--- config.mk ---
export PLATFORM = sky130hd
export DESIGN_NAME = htax_outport_pkt_mux
export DESIGN_NICKNAME = d
export VERILOG_FILES = /design/src/rtl/htax_outport_pkt_mux.sv
export SDC_FILE = /design/constraint.sdc
export NUM_CORES = 1
export LEC_CHECK = 0
export BUFFER_PORTS_ARGS = -buffer_cell sky130_fd_sc_hd__buf_2
export CORE_AREA = 2 2 136 138
export CTS_CLUSTER_SIZE = 20
export DETAILED_ROUTE_END_ITERATION = 12
export DIE_AREA = 0 0 138 140
export PLACE_DENSITY = 0.52
export SETUP_SLACK_MARGIN = 0.1
export SLEW_MARGIN = 20
export SYNTH_ARGS = -nofsm -noshare
export SYNTH_HDL_FRONTEND = slang
export SYNTH_SLANG_ARGS = --single-unit
--- constraint.sdc ---
create_clock -name clk -period 1.6 [get_ports clk]
set_clock_uncertainty 0.05 [all_clocks]
set_input_delay 0.16 -clock clk [delete_from_list [all_inputs] [get_ports clk]]
set_output_delay 0.16 -clock clk [all_outputs]
set_load 0.005 [all_outputs]
--- src/rtl/htax_outport_pkt_mux.sv ---
// htax_outport_pkt_mux: packet-locking output-port data mux for the HTAX switch (NUM_PORTS inputs).
// Optional even parity on data_out is built only when HTAX_OUTPORT_PARITY_EN is defined.
module htax_outport_pkt_mux #(
    parameter int NUM_PORTS = 4,
    parameter int VC        = 2,
    parameter int WIDTH     = 64,
    parameter int MAX_BEATS = 16,
    parameter int CNT_W     = $clog2(MAX_BEATS + 1)
) (
    input  logic                       clk,
    input  logic                       res_n,
    input  logic [NUM_PORTS-1:0]       inport_sel,
    input  logic                       any_gnt,
    input  logic [WIDTH*NUM_PORTS-1:0] data_in,
    input  logic [VC*NUM_PORTS-1:0]    sot_in,
    input  logic [NUM_PORTS-1:0]       eot_in,
    output logic [WIDTH-1:0]           data_out,
    output logic                       valid_out,
    output logic [VC-1:0]              sot_out,
    output logic                       eot_out,
    output logic [VC-1:0]              vc_out,
    output logic [CNT_W-1:0]           pkt_len_out,
    output logic [2:0]                 err_out,
    output logic                       data_par_out
);
    // state  | meaning
    // IDLE   | no packet owned; a non-zero grant is accepted
    // ACTIVE | locked onto sel_reg; one beat per cycle until eot or MAX_BEATS
    typedef enum logic {IDLE, ACTIVE} state_t;

    state_t                state, state_nxt;
    logic [NUM_PORTS-1:0]  sel_reg, sel_low;
    logic                  first_beat;
    logic [CNT_W-1:0]      beat_cnt;
    logic [WIDTH-1:0]      data_mux;
    logic [VC-1:0]         sot_mux;
    logic                  eot_sel, active, end_normal, end_forced, sel_onehot;
    logic                  accept, err_busy, err_sel, err_pkt;

    // AND-OR mux keyed by the one-hot sel_reg
    always_comb begin
        data_mux = '0;
        sot_mux  = '0;
        for (int i = 0; i < NUM_PORTS; i++) begin
            data_mux |= data_in[i*WIDTH +: WIDTH] & {WIDTH{sel_reg[i]}};
            sot_mux  |= sot_in[i*VC +: VC] & {VC{sel_reg[i]}};
        end
    end

    assign eot_sel    = |(eot_in & sel_reg);
    assign sel_low    = inport_sel & (~inport_sel + NUM_PORTS'(1));
    assign sel_onehot = (inport_sel != '0) && (sel_low == inport_sel);
    assign active     = (state == ACTIVE);
    assign end_normal = active && eot_sel;
    assign end_forced = active && !eot_sel && (beat_cnt == CNT_W'(MAX_BEATS - 1));
    assign err_pkt    = active && ((first_beat && (sot_mux == '0)) || end_forced);

    always_ff @(posedge clk or negedge res_n) begin
        if (!res_n) state <= IDLE;
        else        state <= state_nxt;
    end

    always_comb begin
        state_nxt = state;
        accept    = 1'b0;
        err_busy  = 1'b0;
        err_sel   = 1'b0;
        if (end_normal || end_forced) state_nxt = IDLE;
        if (any_gnt) begin
            if (!active || end_normal) begin
                if (inport_sel == '0) begin
                    err_sel = 1'b1;
                end else begin
                    accept    = 1'b1;
                    err_sel   = !sel_onehot;
                    state_nxt = ACTIVE;
                end
            end else begin
                err_busy = 1'b1;
            end
        end
    end

    always_ff @(posedge clk or negedge res_n) begin
        if (!res_n) begin
            sel_reg     <= '0;
            first_beat  <= 1'b0;
            beat_cnt    <= '0;
            data_out    <= '0;
            valid_out   <= 1'b0;
            sot_out     <= '0;
            eot_out     <= 1'b0;
            vc_out      <= '0;
            pkt_len_out <= '0;
            err_out     <= '0;
        end else begin
            err_out <= {err_pkt, err_sel, err_busy};
            if (accept) begin
                sel_reg    <= sel_low;
                first_beat <= 1'b1;
                beat_cnt   <= '0;
            end else if (active) begin
                first_beat <= 1'b0;
                beat_cnt   <= beat_cnt + CNT_W'(1);
            end
            if (active) begin
                data_out  <= data_mux;
                valid_out <= 1'b1;
                sot_out   <= first_beat ? sot_mux : '0;
                if (first_beat) vc_out <= sot_mux;
                eot_out   <= end_normal || end_forced;
                if (end_normal)      pkt_len_out <= beat_cnt + CNT_W'(1);
                else if (end_forced) pkt_len_out <= CNT_W'(MAX_BEATS);
                else                 pkt_len_out <= '0;
            end else begin
                // data_out deliberately holds its last beat
                valid_out   <= 1'b0;
                sot_out     <= '0;
                eot_out     <= 1'b0;
                vc_out      <= '0;
                pkt_len_out <= '0;
            end
        end
    end

`ifdef HTAX_OUTPORT_PARITY_EN
    always_ff @(posedge clk or negedge res_n) begin
        if (!res_n) data_par_out <= 1'b0;
        else        data_par_out <= active & (^data_mux);
    end
`else
    assign data_par_out = 1'b0;
`endif

endmodule

==> results.py, run 1 <==
metrics = {
    "worst_setup_path": {
        "cp-end-kind": "register",
        "required_ns": 1.78,
        "worstPathCellList": "ha_2 > and3_1 > ha_1 > inv_1 > a31oi_1 > a21boi_1",
        "cpPeakStageDelay_ns": 0.40,
        "cp_top_family": "flip-flops",
        "r2r-start": "beat_cnt[1]",
        "startpoint": "beat_cnt[1]",
        "crit_arrival_ns": 1.62,
        "r2r_end": "pkt_len_out[4]",
        "cp_slowest_cell": "dfrtp_1",
        "crit_end": "pkt_len_out[4]",
        "cp.depth": 6,
        "cp_max_fo": 3,
        "worstSetupPathType": "register to register",
        "r2r_slack_ns": 0.16,
        "startpoint_type": "register",
        "path_buf_inv": 1,
        "worstRegToRegCells": 6,
    },
    "global_route": {
        "grt_usage_pct": 18.4,
        "grt_overflow_total": 0,
        "antenna_found_initial": 2,
        "grt_pass1_vias": 5053,
        "grt_pass1_wl_mm": 28.4,
        "grt_max_degree": 63,
    },
    "sta": {
        "finalCritPeriodShare_pct": 89.9,
        "final-hold-violation-count": 0,
        "post-route-min-period_ns": 1.44,
        "rsz0062_at_grt": "yes",
        "setup_tns_ns": 0,
        "slew_violations": 0,
        "max_freq_mhz": 696,
        "setup_violations": 0,
    },
    "yosys": {
        "synth_warnings": 0,
        "syn-num-nets": 743,
        "async_flop_share_pct": 100,
        "synth_top_area_cell": "dfrtp_1",
        "ys_seq_area_share_pct": 48.3,
        "synth-main-ff-cell": "dfrtp_1",
        "netlist.area_leader.share_pct": 48.3,
        "yosysUniqueCellTypes": 39,
        "syn_area_sq_mm": 0.00461,
        "synth_area_leaders": "dfrtp_1 48%, a22oi_1 21%, a31oi_1 9.0%",
        "synth-edff-count": 0,
        "syn_inst": 466,
        "avgSynthCellArea_sq_um": 9.89,
        "ys_ff_latch": 89,
    },
    "detailed_routing": {
        "dr.pass1.iters": 5,
        "drtIter0Drc": 317,
        "ant_nets": 0,
        "drt-vias-per-instance": 5.00,
        "wl_per_cell_um": 17.8,
        "drc": 0,
        "vias": 5168,
        "drt_wl_total_mm": 18.4,
    },
    "placement": {
        "place_inst": 1014,
        "dp.final_hpwl_mm": 14.0,
        "io_buffers": 352,
        "place_area_sq_mm": 0.00659,
        "gp_congestion": 0.838,
    },
    "final_layout": {
        "drive_gt1_share_pct": 49.8,
        "syn2layout_area_growth_pct": 50.5,
        "finalNonFillerCells": 1034,
        "final_common_cell": "buf_2",
        "final-seq-area_sq_mm": 0.00224,
        "final_cell_mix": "351 x buf_2, 128 x a22oi_1, 84 x dfrtp_1",
        "largest_register_ffs": 64,
        "multiInputGateArea_sq_mm": 0.00212,
        "reg.largest.list": "data_out x64, beat_cnt x5, pkt_len_out x5",
        "fillers": 1856,
        "stdcell_area_sq_mm": 0.00693,
        "fin_nets": 1075,
        "top_register": "data_out",
    },
    "clock_tree": {
        "clock-sinks": 89,
        "h-tree-depth": 3,
        "tritoncts": "done",
        "cts_inserted_buffers": 9,
        "cts.clk_slew.worst_paths_ns": 0.07,
        "clock_latency_ns": 0.34,
        "root_buffer": "clkbuf_16",
        "clockBufferDepth": 2,
    },
    "hold_path": {
        "worst_hold_path_type": "input port to register",
    },
    "run_status": {
        "status": "complete, no violations",
    },
    "die": {
        "core_sq_mm": 0.0178,
        "dieArea_sq_mm": 0.0193,
        "num_io_pins": 354,
        "fp.dieW_um": 138,
        "rows": 49,
        "dieHeight_um": 140,
        "start_util_pct": 25.9,
    },
    "pwr": {
        "peakVddDrop_v": 0.000821,
        "power_density_mw_per_mm2": 1780,
        "leakage_uw": 0.00336,
        "power.total_uw": 12300,
    },
    "flow_run": {
        "cap_violations": 0,
    },
}
[stage by stage]
| stage | worst slack [ns] | hold slack [ns] | util (%) |
|---|---|---|---|
| floorplan | 0.162 | -0.186 | - |
| global placement | 0.130 | 0.0991 | 37.1 |
| detailed placement | 0.101 | 0.102 | 37.1 |
| CTS | 0.106 | 0.0591 | 38.8 |
| global route | 0.0996 | 0.0803 | 39.0 |
| finish | 0.162 | 0.0785 | 39.0 |
[synthesized netlist by cell type, drive strengths merged, types with 2 or more instances]
cell / n
a211oi: 3
a22o: 2
a22oi: 132
a31oi: 68
and3: 4
buf: 36
clkbuf: 13
dfrtp: 89
ha: 2
inv: 6
nand2: 5
nand3: 3
nor2: 75
o211a: 2
o21ai: 2
o2bb2ai: 2
or3: 2
xnor2: 2
xor2: 4
[how the worst min path moves through the flow]
stage	start	endpoint	slack, ns	cells past startpoint
2_1_floorplan	res_n	active	-0.19	0
3_3_place_gp	res_n	data_out[41]	0.1	1
3_5_place_dp	res_n	data_out[37]	0.10	1
4_1_cts	inport_sel[0]	sel_reg[0]	0.06	2
5_1_grt	sot_in[0]	sot_out[0]	0.08	3
6_report	sot_in[0]	sot_out[0]	0.08	3
[worst min-delay path, cell delays in order]
cell and delay [ns]:
buf_2 0.09, a22oi_2 0.05, a21oi_1 0.12
[where the power goes]
group | switching [uW] | internal [uW]
registers | 678 | 3370
clock network | 914 | 1260
logic | 3450 | 2630
[area by class of cell]
type | instances | area share [%]
clock inverter | 6 | 0.938
timing repair buffer | 370 | 28.2
inverter | 6 | 0.325
tap | 229 | 4.13
antenna | 2 | 0.0722
multi-input combinational | 322 | 30.6
clock buffer | 10 | 3.45
sequential | 89 | 32.2
[metal layers]
layer | up-vias | share of wire, % | global-route usage (%)
li1 | 2479 | - | -
met1 | 2440 | 43 | 23.8
met2 | 227 | 49 | 30.8
met3 | 22 | 6.2 | 4.24
met4 | 0 | 1.9 | 5.21
met5 | - | 0 | 0
[cells by family after synthesis]
logic type	Yosys count	synth area share, %
flip-flops	89	48.3
AO/OA/AOI/OAI	220	35.8
adder cells (fa/ha/maj)	2	0.543
multiplexers	1	0.217
other	1	0.0814
XOR/XNOR	6	1.14
AND/OR/NAND/NOR	92	8.09
buffers and inverters	55	5.84
[repair_timing]
action	CTS	global route
hold buffers	1	0
setup endpoints to repair	0	5
setup buffers	0	1
endpoints found under the hold margin	28	0
gates resized for setup	0	5
Note: power is estimated with default switching activity, not from simulation.
==> inputs of run 2 (changes only) <==
CTS_BUF_LIST = sky130_fd_sc_hd__clkbuf_16   (was unset)
==> run 2 against run 1 <==
Compared with the run above:
- power is 0.54% lower
- sequential share of layout area hardly changed
- clock power is 3% lower
==> results.py, run 2 (synthesized netlist as in run 1, its figures left out) <==
metrics = {
    "detailed_routing": {
        "ant_nets": 0,
        "drt_wl_total_mm": 18.3,
        "drc": 0,
        "dr.pass1.iters": 5,
        "drtIter0Drc": 285,
        "wl_per_cell_um": 17.7,
        "vias": 5200,
        "drt-vias-per-instance": 5.03,
    },
    "worst_setup_path": {
        "startpoint_type": "register",
        "worstSetupPathType": "register to register",
        "crit_end": "pkt_len_out[4]",
        "required_ns": 1.77,
        "r2r_slack_ns": 0.16,
        "cp-end-kind": "register",
        "cp_max_fo": 3,
        "r2r-start": "beat_cnt[1]",
        "startpoint": "beat_cnt[1]",
        "worstRegToRegCells": 6,
        "r2r_end": "pkt_len_out[4]",
        "crit_arrival_ns": 1.61,
    },
    "pwr": {
        "p_int_uw": 7210,
        "p_sw_uw": 5030,
        "switching_share_pct": 41.1,
        "p_seq_share_pct": 33.1,
        "peakVddDrop_v": 0.000818,
        "leakage_uw": 0.00336,
        "power.clock.fraction_pct": 17.3,
        "power_density_mw_per_mm2": 1770,
        "pwr-share-comb_pct": 49.7,
    },
    "die": {
        "dieHeight_um": 140,
        "rows": 49,
        "start_util_pct": 25.9,
        "fp.dieW_um": 138,
        "num_io_pins": 354,
        "core_sq_mm": 0.0178,
        "dieArea_sq_mm": 0.0193,
    },
    "final_layout": {
        "post-route-util_pct": 38.9,
        "reg.largest.list": "data_out x64, beat_cnt x5, pkt_len_out x5",
        "syn2layout_area_growth_pct": 50.3,
        "fillers": 1858,
        "drive_gt1_share_pct": 49.7,
        "fin_nets": 1075,
        "top_register": "data_out",
        "largest_register_ffs": 64,
        "final_cell_mix": "351 x buf_2, 128 x a22oi_1, 84 x dfrtp_1",
        "final_common_cell": "buf_2",
    },
    "placement": {
        "dp.final_hpwl_mm": 14.0,
        "gp_congestion": 0.838,
        "io_buffers": 352,
    },
    "clock_tree": {
        "root_buffer": "clkbuf_16",
        "cts.clk_slew.worst_paths_ns": 0.07,
        "tritoncts": "done",
        "h-tree-depth": 3,
        "cts_inserted_buffers": 9,
        "clockBufferDepth": 2,
        "clock-sinks": 89,
        "clock_latency_ns": 0.34,
    },
    "hold_path": {
        "worst_hold_path_type": "input port to register",
    },
    "flow_run": {
        "cap_violations": 0,
    },
    "global_route": {
        "antenna_found_initial": 2,
        "grt_max_degree": 63,
        "grt_overflow_total": 0,
        "grt_pass1_vias": 5044,
        "grt_usage_pct": 18.3,
        "grt_pass1_wl_mm": 28.4,
    },
    "sta": {
        "setup_violations": 0,
        "post-route-min-period_ns": 1.44,
        "finalCritPeriodShare_pct": 90.0,
        "setup_tns_ns": 0,
        "max_freq_mhz": 695,
        "slew_violations": 0,
        "hold_ws_ns": 0.0825,
        "rsz0062_at_grt": "yes",
        "final-hold-violation-count": 0,
    },
    "run_status": {
        "status": "complete, no violations",
    },
}
[run 2: changes by cell type in the layout (fill, tap and decap cells not counted), sizes merged]
cell	previous run	this run
clkbuf	10	9
clkinv	2	3
[run 2: what timing repair did]
item | 4_1_cts | 5_1_grt
gates resized for setup | 0 | 4
hold endpoints to repair | 28 | 0
buffers inserted | 0 | 1
endpoints found under the setup margin | 0 | 5
hold buffers | 1 | 0
[run 2: how the worst min path moves through the flow]
| stage | depth (start not counted) | start | slack [ns] | end |
|---|---|---|---|---|
| final | 3 | sot_in[0] | 0.08 | sot_out[0] |
| after global routing | 3 | sot_in[0] | 0.08 | sot_out[0] |
| after CTS | 2 | inport_sel[0] | 0.06 | sel_reg[0] |
| after detailed placement | 1 | res_n | 0.10 | data_out[37] |
| after global placement | 1 | res_n | 0.1 | data_out[41] |
| after floorplan | 0 | res_n | -0.19 | active |
[run 2: metal layers]
metal	global-route usage (%)	part of all wire, %	up-vias
li1	-	-	2477
met1	23.7	43	2460
met2	30.7	49	238
met3	4.24	6.5	25
met4	5.21	1.7	0
met5	0	0	-
[run 2: area by class of cell]
class	count	area [sq um]	area share, %
diodes	2	5.00	0.0723
repair buffers	370	1960	28.2
flip-flops and latches	89	2240	32.3
clock buffers	9	225	3.25
inverters	6	22.5	0.325
well taps	229	287	4.14
clock inverters	7	68.8	0.994
multi-input cells	322	2120	30.7
[run 2: per-stage QoR]
stage	power (uW)	std cells	worst slack (ns)	instance area (sq um)
floorplan	7660	466	0.162	4610
global placement	10200	1014	0.130	6590
detailed placement	10200	1014	0.101	6590
CTS	12400	1031	0.106	6900
global route	13300	1034	0.0771	6920
finish	12200	1034	0.160	6920
[run 2: power by group through the flow]
stage               combinational [uW]  clock (uW)  sequential (uW)
floorplan                         3660           0             4000
global placement                  6090           0             4070
detailed placement                6080           0             4080
CTS                               6100        2200             4050
global route                      6770        2300             4210
finish                            6080        2110             4050
[run 2: critical path: stages, from the launching register on]
cell and delay (ns):
dfrtp_1 0.40, ha_2 0.19, and3_1 0.18, ha_1 0.19, inv_1 0.08, a31oi_1 0.09
a21boi_0 0.14
